## src/rtl/nibble_serial_adder_ctrl_pkg.sv

```systemverilog
// Shared constants for the nibble-serial adder: FSM encoding and adder-cell width.
package nibble_serial_adder_ctrl_pkg;

    localparam int NIBBLE_W = 4;

    typedef enum logic [1:0] {
        ST_IDLE = 2'd0,
        ST_RUN  = 2'd1,
        ST_DONE = 2'd2
    } state_t;

endpackage

```

## src/rtl/nibble_serial_adder_ctrl_add_cell.sv

```systemverilog
// nibble_add_cell: combinational 4-bit ripple adder with carry-in, shared by every nibble step.
module nibble_add_cell
    import nibble_serial_adder_ctrl_pkg::*;
(
    input  logic [NIBBLE_W-1:0] a,
    input  logic [NIBBLE_W-1:0] b,
    input  logic                c_in,
    output logic [NIBBLE_W-1:0] sum,
    output logic                c_out
);

    logic carry;

    always_comb begin
        sum   = '0;
        carry = c_in;
        for (int i = 0; i < NIBBLE_W; i++) begin
            sum[i] = a[i] ^ b[i] ^ carry;
            carry  = (a[i] & b[i]) | (carry & (a[i] ^ b[i]));
        end
        c_out = carry;
    end

endmodule

```

## src/rtl/nibble_serial_adder_ctrl.sv

```systemverilog
// Nibble-serial adder sequencer: one shared 4-bit cell, LSB nibble first, carry held between steps.
// Build macro NIBBLE_SERIAL_SUB_EN adds a 'sub' port selecting a - b (c_out=1 means no borrow).
module nibble_serial_adder_ctrl
    import nibble_serial_adder_ctrl_pkg::*;
#(
    parameter int NIBBLES = 4
) (
    input  logic                         clk,
    input  logic                         clr,
    input  logic                         start,
`ifdef NIBBLE_SERIAL_SUB_EN
    input  logic                         sub,
`endif
    input  logic [NIBBLE_W*NIBBLES-1:0]  a,
    input  logic [NIBBLE_W*NIBBLES-1:0]  b,
    input  logic                         c_in,
    output logic                         busy,
    output logic                         done,
    output logic [NIBBLE_W*NIBBLES-1:0]  sum,
    output logic                         c_out
);

    localparam int W     = NIBBLE_W * NIBBLES;
    localparam int IDX_W = (NIBBLES > 1) ? $clog2(NIBBLES) : 1;
    localparam logic [IDX_W-1:0] LAST_IDX = IDX_W'(NIBBLES - 1);

    state_t              state, state_nx;
    logic [W-1:0]        a_sh, b_sh, part, part_nx;
    logic [W+NIBBLE_W-1:0] part_ext;
    logic [IDX_W-1:0]    idx;
    logic                cy, co;
    logic [NIBBLE_W-1:0] b_nib, s;
    logic                accept, last;
    logic                sub_q;

    // Start is honoured only from IDLE or DONE; DONE acceptance gives back-to-back operation.
    always_comb begin
        accept   = start && (state == ST_IDLE || state == ST_DONE);
        last     = (state == ST_RUN) && (idx == LAST_IDX);
        state_nx = state;
        busy     = 1'b0;
        done     = 1'b0;
        case (state)
            ST_IDLE: if (accept) state_nx = ST_RUN;
            ST_RUN: begin
                busy = 1'b1;
                if (last) state_nx = ST_DONE;
            end
            ST_DONE: begin
                done     = 1'b1;
                state_nx = accept ? ST_RUN : ST_IDLE;
            end
            default: state_nx = ST_IDLE;
        endcase
    end

    always_ff @(posedge clk) begin
        if (clr) state <= ST_IDLE;
        else     state <= state_nx;
    end

    assign b_nib    = b_sh[NIBBLE_W-1:0] ^ {NIBBLE_W{sub_q}};
    assign part_ext = {s, part};
    assign part_nx  = part_ext[W+NIBBLE_W-1:NIBBLE_W];

    nibble_add_cell u_cell (
        .a     (a_sh[NIBBLE_W-1:0]),
        .b     (b_nib),
        .c_in  (cy),
        .sum   (s),
        .c_out (co)
    );

    always_ff @(posedge clk) begin
        if (clr) begin
            a_sh  <= '0;
            b_sh  <= '0;
            part  <= '0;
            idx   <= '0;
            cy    <= 1'b0;
            sub_q <= 1'b0;
            sum   <= '0;
            c_out <= 1'b0;
        end else if (accept) begin
            a_sh <= a;
            b_sh <= b;
            part <= '0;
            idx  <= '0;
`ifdef NIBBLE_SERIAL_SUB_EN
            sub_q <= sub;
            cy    <= sub ? 1'b1 : c_in;
`else
            sub_q <= 1'b0;
            cy    <= c_in;
`endif
        end else if (state == ST_RUN) begin
            a_sh <= a_sh >> NIBBLE_W;
            b_sh <= b_sh >> NIBBLE_W;
            part <= part_nx;
            cy   <= co;
            idx  <= idx + IDX_W'(1);
            // Only the completed result is published; partial sums stay internal.
            if (last) begin
                sum   <= part_nx;
                c_out <= co;
            end
        end
    end

endmodule

```

## config.mk

```make
export PLATFORM = sky130hd
export DESIGN_NAME = nibble_serial_adder_ctrl
export DESIGN_NICKNAME = d
export VERILOG_FILES = /design/src/rtl/nibble_serial_adder_ctrl_pkg.sv /design/src/rtl/nibble_serial_adder_ctrl_add_cell.sv /design/src/rtl/nibble_serial_adder_ctrl.sv
export SDC_FILE = /design/constraint.sdc
export NUM_CORES = 1
export LEC_CHECK = 0
export ABC_AREA = 1
export CAP_MARGIN = 20
export CORE_UTILIZATION = 25
export CTS_BUF_LIST = sky130_fd_sc_hd__clkbuf_16
export CTS_CLUSTER_DIAMETER = 200
export DETAILED_ROUTE_END_ITERATION = 7
export PLACE_DENSITY = 0.49
export SLEW_MARGIN = 10
export SYNTH_ARGS = -nofsm -noshare
export SYNTH_HDL_FRONTEND = slang
export SYNTH_SLANG_ARGS = --single-unit
```

## constraint.sdc

```tcl
create_clock -name clk -period 3.03 [get_ports clk]
set_input_delay 0.303 -clock clk [delete_from_list [all_inputs] [get_ports clk]]
set_output_delay 0.303 -clock clk [all_outputs]
set_load 0.01 [all_outputs]
```

==> flow_summary.json <==
{
  "outcome": "finished, final reports clean",
  "max_stage_delay_ns": 0.41,
  "cp.required_ns": 3.29,
  "cts_setup_buffers": 0,
  "postCtsHoldBufs": 0,
  "hold_viol": 0,
  "pwr-share-comb_pct": 11.4,
  "groute.usage.overall_pct": 13.06,
  "slew_headroom_pct": 48.10,
  "grt_start_max_net_pins": 38,
  "slowest_stage": "fa_1",
  "pwr-share-clk_pct": 46.1,
  "die_h_um": 108.2,
  "ir_worst_vdd_v": 0.0002736,
  "final.min_clock_period_ns": 2.216,
  "worstMarginPinSlew_ns": 0.7756,
  "dp_hpwl_um": 4775,
  "place_congestion": 0.7171,
  "wl_um": 6898,
  "synthAdderAreaFrac_pct": 3.285,
  "grt_pass1_wl_um": 11740,
  "fillers": 1199,
  "place_inst": 572,
  "crit_path_cell_trace": "fa_1 -> inv_1 -> fa_1 -> inv_1 -> fa_1 -> inv_1 -> fa_1 -> inv_1 -> o21ai_0 -> a21oi_1",
  "crit_start": "a_sh[0]",
  "drtIter0Drc": 108,
  "path_max_fanout": 2,
  "pin_count": 55,
  "finalNetCount": 484,
  "cts_htree_levels": 3,
  "seq_power_share_pct": 42.5,
  "drc": 0,
  "mostFrequentLayoutCells": "nand2_1, dfxtp_1, clkdlybuf4s50_1",
  "power_switching_mw": 0.5587,
  "timing.critical_path.to": "part[15]",
  "yosys.area_share.simple_pct": 25.30,
  "fin_setup_tns_ns": 0,
  "critPathKind": "register to register",
  "r2r-end": "part[15]",
  "dr.pass1.iters": 4,
  "port_buffers": 54,
  "synth_area_um2": 2819,
  "cts.reportedPaths.clkPinSlew_ns": 0.06,
  "rsz0062_at_grt": "false",
  "end_kind": "register",
  "ys_seq_area_share_pct": 46.87,
  "synth_top_family_by_area": "simple AND/OR/NAND/NOR gates",
  "worstPathArrival_ns": 2.47,
  "final_cells": 588,
  "fin_hold_ws_ns": 0.4664,
  "root_buffer": "clkbuf_16",
  "synth_compound_area_share_pct": 12.78,
  "antenna_cells": 0,
  "drv_slew": 0,
  "routed_via_density": 4.277,
  "switching_share_pct": 25.22,
  "layout.area.seq_um2": 1321,
  "ys_seq_elements": 66,
  "synth_fp_nets": 434,
  "die_x_um": 108.2,
  "internal_power_mw": 1.657,
  "synth-xor-area-share_pct": 0.3107,
  "start_util_pct": 25.78,
  "cts_resized": 0,
  "vias": 2515,
  "drive_above_1_share_pct": 6.250,
  "multiInputGateArea_um2": 1175,
  "overflow": 0,
  "clk_latency_ns": 0.33,
  "clock-sinks": 66,
  "grt_pass1_vias": 2468,
  "num_rows": 38,
  "hp-class": "register to register",
  "antenna_found_initial": 0,
  "cp-start-kind": "register",
  "synth_mux_area_share_pct": 0,
  "maxCapViolCount": 0,
  "ys_warn_count": 0,
  "fmax_mhz": 451.2,
  "r2r_slack_ns": 0.81,
  "synth.distinct_cells": 17,
  "postSynthCellCount": 393,
  "core_area_um2": 10940,
  "avgRoutedWirePerCell_um": 11.73,
  "reg2regPathDepth": 10,
  "setup_viol": 0,
  "finalCritPeriodShare_pct": 73.14,
  "antenna_left": 0,
  "area_growth_pct": 33.73,
  "die-area_um2": 11700,
  "layout_commonest_cell": "nand2_1",
  "fin_skew_ns": 0.005114,
  "cts_made_buffers": 9,
  "powerDensity_nw_per_um2": 587.7,
  "avgSynthCellArea_um2": 7.173,
  "leakagePower_nw": 1.672,
  "clk_path_buf_depth": 2,
  "tritoncts": "yes",
  "r2r_start": "a_sh[0]"
}
## power by group through the flow
stage / clock network [mW] / logic (mW) / registers, mW
floorplan: 0 / 0.166 / 0.951
global placement: 0 / 0.255 / 0.960
detailed placement: 0 / 0.256 / 0.961
CTS: 1.04 / 0.258 / 0.942
global route: 1.07 / 0.292 / 0.947
finish: 1.02 / 0.253 / 0.942
## registers in the layout (all words and copies together), names as in the netlist
signal / count
sum: 16
b_sh: 16
state: 2
idx: 2
a_sh: 16
cy: 1
c_out: 1
part: 12
## cells in the mapped netlist
cell type | n | share of area [%]
nand2_1 | 85 | 11
dfxtp_1 | 66 | 47
inv_1 | 52 | 6.9
nand3_1 | 44 | 7.8
nor2_1 | 43 | 5.7
a21oi_1 | 36 | 6.4
o21ai_0 | 30 | 5.3
buf_2 | 12 | 2.1
clkbuf_1 | 6 | 0.80
buf_4 | 4 | 1.1
fa_1 | 4 | 2.8
inv_2 | 4 | 0.53
o211a_1 | 3 | 1.1
ha_1 | 1 | 0.44
nand2_2 | 1 | 0.22
nor2_2 | 1 | 0.22
xor2_1 | 1 | 0.31
## logic make-up after synthesis
family,count (synthesis)
AO/OA/AOI/OAI,69
buffers and inverters,78
adder cells (fa/ha/maj),5
XOR/XNOR,1
AND/OR/NAND/NOR,174
flip-flops,66
## final cells by class
cell class / count / share of cell area, %
clock buffer: 9 / 5.974
clock inverter: 7 / 1.859
timing repair buffer: 61 / 15.73
tap: 140 / 4.647
multi-input combinational: 249 / 31.17
inverter: 56 / 5.576
sequential: 66 / 35.05
## through the flow
stage / power [mW] / setup WS, ns / cell area, um2 / utilization [%]
2_1_floorplan: 1.117 / 0.9458 / 2819 / -
3_3_place_gp: 1.215 / 0.8750 / 3475 / 31.77
3_5_place_dp: 1.217 / 0.8270 / 3475 / 31.77
4_1_cts: 2.241 / 0.8122 / 3770 / 34.47
5_1_grt: 2.312 / 0.6017 / 3770 / 34.47
6_report: 2.215 / 0.8138 / 3770 / 34.47
## worst max-delay path, delay by kind of cell (launching register included)
kind / cells / cell delay (ns)
AOI/OAI and AO/OA: 2 / 0.22
adders and majority gates: 4 / 1.33
buffers and inverters: 4 / 0.27
DFF: 1 / 0.32
## worst min-delay path by stage
stage               slack [ns]  cells past startpoint  startpoint       end
finish                    0.47                      2    b_sh[15]  b_sh[15]
global route              0.48                      2     part[7]   part[7]
CTS                       0.47                      2    a_sh[13]  a_sh[13]
detailed placement        0.46                      2    a_sh[13]  a_sh[13]
global placement          0.45                      2    a_sh[13]  a_sh[13]
floorplan                 0.44                      2     part[8]   part[4]
## per-layer routing
layer	global-route usage [%]	wire (um)	vias up
met5	0	0	-
met4	4.990	97	0
met3	3.436	271	8
met2	21.97	3188	54
met1	15.83	3340	1122
li1	-	-	1331
No activity file was read; power rests on OpenSTA's default activity.
